**src/rtl/bsg_fifo_1r1w_2el_ctrl_width_p131_if.sv**
```systemverilog
// Producer/consumer handshake bundle for the two-entry FIFO controller.
// The master modport is the traffic side; the slave modport is the controller.
interface bsg_fifo_1r1w_2el_ctrl_width_p131_if #(parameter int width_p = 131);
  logic               v_i;
  logic [width_p-1:0] data_i;
  logic               ready_o;
  logic               v_o;
  logic [width_p-1:0] data_o;
  logic               yumi_i;

  modport master (
    output v_i, data_i, yumi_i,
    input  ready_o, v_o, data_o
  );

  modport slave (
    input  v_i, data_i, yumi_i,
    output ready_o, v_o, data_o
  );
endinterface

```
**src/rtl/bsg_fifo_1r1w_2el_ctrl_width_p131.sv**
```systemverilog
// Two-entry ready/valid queue controller driving an external 2x131 1r1w memory.
// Owns pointers, occupancy and the sticky illegal-yumi flag.
module bsg_fifo_1r1w_2el_ctrl_width_p131 #(
  parameter int width_p = 131,
  parameter int els_p   = 2
) (
  input  logic                clk_i,
  input  logic                reset_n_i,
  bsg_fifo_1r1w_2el_ctrl_width_p131_if.slave fifo,
  output logic                mem_w_v_o,
  output logic                mem_w_addr_o,
  output logic [width_p-1:0]  mem_w_data_o,
  output logic                mem_r_v_o,
  output logic                mem_r_addr_o,
  input  logic [width_p-1:0]  mem_r_data_i,
  output logic [1:0]          count_o,
  output logic                err_o
);

  logic       wptr;
  logic       rptr;
  logic [1:0] count;
  logic       err;
  logic       ready;
  logic       valid;
  logic       enq;
  logic       deq;

  // Handshake flags come only from registered count, never from v_i/yumi_i.
  assign ready = (count != 2'd2);
  assign valid = (count != 2'd0);
  assign enq   = fifo.v_i & ready;
  assign deq   = fifo.yumi_i & valid;

  assign fifo.ready_o = ready;
  assign fifo.v_o     = valid;
  assign fifo.data_o  = valid ? mem_r_data_i : '0;

  assign mem_w_v_o    = enq;
  assign mem_w_addr_o = wptr;
  assign mem_w_data_o = fifo.data_i;
  assign mem_r_v_o    = valid;
  assign mem_r_addr_o = rptr;

  assign count_o = count;
  assign err_o   = err;

  always_ff @(posedge clk_i or negedge reset_n_i) begin
    if (!reset_n_i) begin
      wptr  <= 1'b0;
      rptr  <= 1'b0;
      count <= 2'd0;
      err   <= 1'b0;
    end else begin
      if (enq) wptr <= ~wptr;
      if (deq) rptr <= ~rptr;
      count <= count + {1'b0, enq} - {1'b0, deq};
      // An illegal yumi only flags; pointers and count ignore it via deq.
      if (fifo.yumi_i & ~valid) err <= 1'b1;
    end
  end

endmodule

```
**src/flat_wrapper.sv**
```systemverilog
// flat-port wrapper written by rule: the top's interface ports become plain ports
module bsg_fifo_1r1w_2el_ctrl_width_p131_flat 
#(
  parameter int width_p = 131,
  parameter int els_p   = 2
)
  (clk_i, reset_n_i, mem_w_v_o, mem_w_addr_o, mem_w_data_o, mem_r_v_o, mem_r_addr_o, mem_r_data_i, count_o, err_o, fifo_v_i, fifo_data_i, fifo_yumi_i, fifo_ready_o, fifo_v_o, fifo_data_o);
  bsg_fifo_1r1w_2el_ctrl_width_p131_if #(.width_p(width_p)) fifo_i ();
  input  logic clk_i;
  input  logic reset_n_i;
  output logic mem_w_v_o;
  output logic mem_w_addr_o;
  output logic [width_p-1:0] mem_w_data_o;
  output logic mem_r_v_o;
  output logic mem_r_addr_o;
  input  logic [width_p-1:0] mem_r_data_i;
  output logic [1:0] count_o;
  output logic err_o;
  input wire logic [$bits(fifo_i.v_i)-1:0] fifo_v_i;
  input wire logic [$bits(fifo_i.data_i)-1:0] fifo_data_i;
  input wire logic [$bits(fifo_i.yumi_i)-1:0] fifo_yumi_i;
  output wire logic [$bits(fifo_i.ready_o)-1:0] fifo_ready_o;
  output wire logic [$bits(fifo_i.v_o)-1:0] fifo_v_o;
  output wire logic [$bits(fifo_i.data_o)-1:0] fifo_data_o;
  assign fifo_i.v_i = fifo_v_i;
  assign fifo_i.data_i = fifo_data_i;
  assign fifo_i.yumi_i = fifo_yumi_i;
  assign fifo_ready_o = fifo_i.ready_o;
  assign fifo_v_o = fifo_i.v_o;
  assign fifo_data_o = fifo_i.data_o;
  bsg_fifo_1r1w_2el_ctrl_width_p131 #(.width_p(width_p), .els_p(els_p)) u_core (.clk_i(clk_i), .reset_n_i(reset_n_i), .fifo(fifo_i), .mem_w_v_o(mem_w_v_o), .mem_w_addr_o(mem_w_addr_o), .mem_w_data_o(mem_w_data_o), .mem_r_v_o(mem_r_v_o), .mem_r_addr_o(mem_r_addr_o), .mem_r_data_i(mem_r_data_i), .count_o(count_o), .err_o(err_o));
endmodule
```
**config.mk**
```make
export PLATFORM = sky130hd
export DESIGN_NAME = bsg_fifo_1r1w_2el_ctrl_width_p131_flat
export DESIGN_NICKNAME = d
export VERILOG_FILES = /design/src/rtl/bsg_fifo_1r1w_2el_ctrl_width_p131_if.sv /design/src/rtl/bsg_fifo_1r1w_2el_ctrl_width_p131.sv /design/src/flat_wrapper.sv
export SDC_FILE = /design/constraint.sdc
export NUM_CORES = 1
export LEC_CHECK = 0
export CORE_AREA = 2 2 207 209
export CTS_BUF_LIST = sky130_fd_sc_hd__clkbuf_16
export CTS_CLUSTER_SIZE = 40
export DETAILED_ROUTE_END_ITERATION = 12
export DIE_AREA = 0 0 209 211
export GPL_TIMING_DRIVEN = 1
export PLACE_DENSITY = 0.46
export SYNTH_ARGS = -nofsm -noshare
export SYNTH_HDL_FRONTEND = slang
export SYNTH_SLANG_ARGS = --single-unit
```
**constraint.sdc**
```tcl
create_clock -name clk_i -period 2.15 [get_ports clk_i]
set_clock_uncertainty 0.2 [all_clocks]
set_input_delay 0.43 -clock clk_i [delete_from_list [all_inputs] [get_ports clk_i]]
set_output_delay 0.43 -clock clk_i [all_outputs]
set_load 0.005 [all_outputs]
```
## Word-level counts from Yosys, hierarchy flattened

Cells that the tools add are included.

- $add $sub $neg: 2
- Equal/unequal tests: 1
- Bitwise gates (word level): 6
- Reduce and logical (&&, ||, !) cells: 1
- Mux-type cells: 1

Operators by type and width:

| operator | number |
|---|---|
| two-way mux 131 bit | 1 |
| AND 1 bit | 3 |
| NOT 1 bit | 3 |
| adder 2 x 1 -> 2 bit | 1 |
| != test 2 bit, second input constant | 1 |
| nonzero test 2 bit | 1 |
| subtractor 2 x 1 -> 2 bit | 1 |

- Register bits after elaboration: 5
- Word-level logic and storage cells: 15
- Bits of input ports: 266
- Output and inout bits: 271

## Depth between registers and ports, before layout

- Depth after elaboration: 4
- Gate-level depth with buffers: 8
- Mapped depth without buffers: 8

## Worst setup path after synthesis

Ideal clock, no wire load.

- Path kind: reg-to-reg
- Start: register u_core.count[1], in the netlist u_core.count_o[1]
- End: register u_core.count[1], in the netlist u_core.count_o[1]
- Clock period less this slack: 1.829 ns
- Cell stages (with the launch flop): 9
- Setup time: 0.125 ns
- Path buffers: 0
- Data arrival time: 1.504 ns
- Path slack: 0.321 ns
- Required time: 1.825 ns
- Cells stage by stage: dfrtp_1 > nor2_2 > inv_2 > and2_1 > ha_1 > inv_1 > ha_1 > xnor2_1 > xnor2_1

- Elaborated cells between the ends (all ways): 6
- Those cells by class: 2 x add/sub; 1 x eq/ne; 2 x bitwise; 1 x reduce/logical

RTL lines:

| what | line | RTL |
|---|---|---|
| start, declared | bsg_fifo_1r1w_2el_ctrl_width_p131.sv:22 | `logic [1:0] count;` |
| start signal, assigned | bsg_fifo_1r1w_2el_ctrl_width_p131.sv:57 | `count <= count + {1'b0, enq} - {1'b0, deq};` |
| nonzero test 2 bit | bsg_fifo_1r1w_2el_ctrl_width_p131.sv:31 | `assign valid = (count != 2'd0);` |
| AND 1 bit | bsg_fifo_1r1w_2el_ctrl_width_p131.sv:33 | `assign deq = fifo.yumi_i & valid;` |
| via u_core.deq | bsg_fifo_1r1w_2el_ctrl_width_p131.sv:27 | `logic deq;` |
| subtractor 2 x 1 -> 2 bit | bsg_fifo_1r1w_2el_ctrl_width_p131.sv:57 |  |

The timed path passes the listed nets, and every way through them passes these cells.
A chain may end at the register's enable or synchronous reset.

## Final worst setup path

- Start: register u_core.count[1], in the netlist u_core.count_o[1]
- End: output port fifo_data_o[56]

- Word-level cells in the longest chain between the ends: 2

Ends and longest elaborated chain:

| what | line | RTL |
|---|---|---|
| nonzero test 2 bit | bsg_fifo_1r1w_2el_ctrl_width_p131.sv:31 |  |
| two-way mux 131 bit | bsg_fifo_1r1w_2el_ctrl_width_p131.sv:37 | `assign fifo.data_o = valid ? mem_r_data_i : '0;` |
| end, declared | flat_wrapper.sv:24 | `output wire logic [$bits(fifo_i.data_o)-1:0] fifo_data_o;` |

No other way between the ends.

==> out/qor.yml <==
status:
  failed_checks: "negative setup slack"
  outcome: "finished, violations left"
floorplanning:
  io_pins: 537
  die_w_um: 209
  dieArea_mm2: 0.0441
  die_h_um: 211
  row_count: 75
  core_mm2: 0.0418
  start_util: 0.0517
global_route:
  grt_overflow_total: 0
  grt_pass1_vias: 2551
  grtUsageTotal: 0.0577
  grt_pass1_wl_mm: 17.9
  antenna_found_initial: 0
  grt_start_max_net_pins: 17
final_layout:
  drive_gt1_frac: 0.495
  antenna_cells: 0
  fillCellCount: 4780
  fin_nets: 732
  synthToLayoutAreaGrowth_pct: 139
setup_path:
  crit_arrival_ns: 1.61
  path_cells: "nor2_4 > clkinv_4 > buf_12 > buf_12 > clkbuf_16 > and2_4 > buf_6"
  cp-start-kind: "flop"
  cp-end-kind: "primary output"
  path_max_fanout: 8
  crit_required_ns: 1.52
  cpPeakStageDelay_ns: 0.39
  crit_type: "reg2out"
  cp_slowest_cell: "dfrtp_1"
  path_common_cell: "buf_12"
  rr_worst_depth: 10
run:
  drv_cap: 0
placed_design:
  portBuffers: 274
  hpwlAfterDp_mm: 9.88
  place_congestion: 0.669
drt:
  first_pass_iters: 4
  drt_wl_total_mm: 14.2
  dr_wl_met2_mm: 6.08
  ant_nets: 0
  drc: 0
  wl_met3_mm: 2.55
  top_layer: "met5"
  num_vias: 2496
  wire_per_inst_um: 14.2
  drt-initial-drc-count: 54
  wl_met1_mm: 5.41
  via_per_inst: 2.49
sta:
  finalHoldViolations: 0
  slew-limit-headroom: 0.827
  slew_violations: 0
  rsz0062_at_grt: "yes"
  min_period_over_period: 1.04
  fmax_mhz: 446
  tightest_slew_ns: 0.259
  period_minus_slack_ns: 2.24
  tns_ns: -3.17
  finalSetupViolations: 58
  setup_slack_ns: -0.0917
logic_synthesis:
  synth.avg_cell_area_um2: 7.29
  syn-num-nets: 564
  ys_ff_latch: 5
  yosys-top-cells-area: "buf_4, and2_1, dfrtp_1, buf_6, xnor2_1"
  ys_seq_area_frac: 0.0580
  yosysTopAreaCell: "buf_4"
  synth_area_mm2: 0.00216
  ys.warnings.count: 0
  synth.distinct_cells: 15
  syn_inst: 296
  yosysTopAreaCellShare: 0.459
clock_network:
  clockBufferDepth: 2
  htree_levels: 1
  clock_latency_ns: 0.23
  clock-sinks: 5
  cts_hold_buf: 0
  clockRootBuffer: "clkbuf_16"
  cts_tree: "yes"
  clk_pin_slew_ns: 0.03
  numCtsBuffers: 3
power:
  p_leak_nw: 2.22
  report.power.total_mw: 5.09
  pwr_density_cell_mw_per_mm2: 987
  vdd_drop_max_mv: 0.390
worst_hold_path:
  hp-class: "in2async"
==> cells in the final DEF, fill, tap and decap left out <==
cell	synthesis	layout
buf_2	1	16
a21o_1	1	1
buf_8	0	3
buf_16	0	6
xor2_1	1	1
dfrtp_1	5	5
and2_4	0	78
nor2_4	0	1
dlygate4sd2_1	0	26
nand2_2	0	1
clkdlybuf4s50_1	0	140
xnor2_1	3	2
buf_4	132	8
clkbuf_16	0	5
and2_1	132	54
buf_6	9	69
inv_1	2	3
ha_1	2	1
xnor2_2	0	1
clkinv_4	0	1
nand2b_1	1	1
clkbuf_2	0	30
buf_12	0	9
ha_2	0	1
==> cell families (layout without fill, tap and decap cells) <==
group | count (synthesis) | count (layout) | synth area share
DFF | 5 | 5 | 0.0580
and+or+nand+nor | 135 | 135 | 0.390
xor gates and xnor gates | 4 | 4 | 0.0162
buffers and inverters | 149 | 316 | 0.521
AOI/OAI and AO/OA | 1 | 1 | 0.00348
adders and majority gates | 2 | 2 | 0.0116
==> per-layer routing <==
| layer | GRT usage | vias up |
|---|---|---|
| met2 | 0.0868 | 332 |
| li1 | - | 1083 |
| met4 | 0.00493 | 4 |
| met3 | 0.0494 | 10 |
| met1 | 0.0625 | 1067 |
| met5 | 0.0189 | - |
==> cells in the mapped netlist, drive strengths merged <==
cell    count
nand2b      1
dfrtp       5
xor2        1
xnor2       3
and2      132
buf       142
nand2       1
a21o        1
inv         3
nor2        1
ha          2
clkbuf      4
==> sequential cells by signal, summed over array words and instances (netlist names) <==
name / count
u_core.mem_r_addr_o: 1
u_core.err_o: 1
u_core.count_o: 2
u_core.mem_w_addr_o: 1
==> report_power, final <==
group / switching, mW / leakage, nW / total, mW / internal [mW]
logic: 1.64 / 2.13 / 4.61 / 2.97
registers: 0.0339 / 0.0554 / 0.172 / 0.138
clock network: 0.0616 / 0.0423 / 0.303 / 0.241
==> area by class of cell <==
type | count | area, µm² | area share
timing repair buffer | 309 | 3140 | 0.609
multi-input combinational | 142 | 1120 | 0.218
tap | 539 | 674 | 0.131
sequential | 5 | 125 | 0.0243
clock buffer | 3 | 75.1 | 0.0146
inverter | 3 | 16.3 | 0.00316
clock inverter | 1 | 3.75 | 0.000728
==> worst max-delay path, delay by kind of cell, from the launching register on <==
kind / cells / cell delay (ns)
buffers and inverters: 5 / 0.67
DFF: 1 / 0.39
and+or+nand+nor: 2 / 0.29
==> repair_timing <==
action | in CTS | in global routing
gates cloned | 11 | 2
endpoints found under the setup margin | 134 | 132
gates resized for setup | 435 | 167
pin swaps | 18 | 24
buffers inserted | 14 | 4
==> metrics by stage <==
step	instances	hold slack [ns]	worst slack (ns)	util	cell area (µm²)
2_1_floorplan	296	-0.0656	0.321	-	2160
5_1_grt	1002	0.263	-0.153	0.123	5150
4_1_cts	1002	0.250	-0.236	0.118	4930
6_report	1002	0.240	-0.0917	0.123	5150
3_3_place_gp	973	0.245	-0.292	0.110	4580
3_5_place_dp	973	0.248	-0.298	0.110	4580
==> path summary, 6_finish.rpt <==
| path | startpoint | endpoint | slack, ns |
|---|---|---|---|
| max in group asynchronous | reset_n_i | u_core.count_o[1] | 1.30 |
| min | reset_n_i | u_core.count_o[0] | 0.24 |
| min in group clk_i | u_core.err_o | u_core.err_o | 0.26 |
| max | u_core.count_o[1] | fifo_data_o[56] | -0.09 |
| max reg2reg | u_core.count_o[1] | u_core.count_o[1] | -0.01 |
| min reg2reg | u_core.err_o | u_core.err_o | 0.26 |
Power figures use the tool's default switching activity.
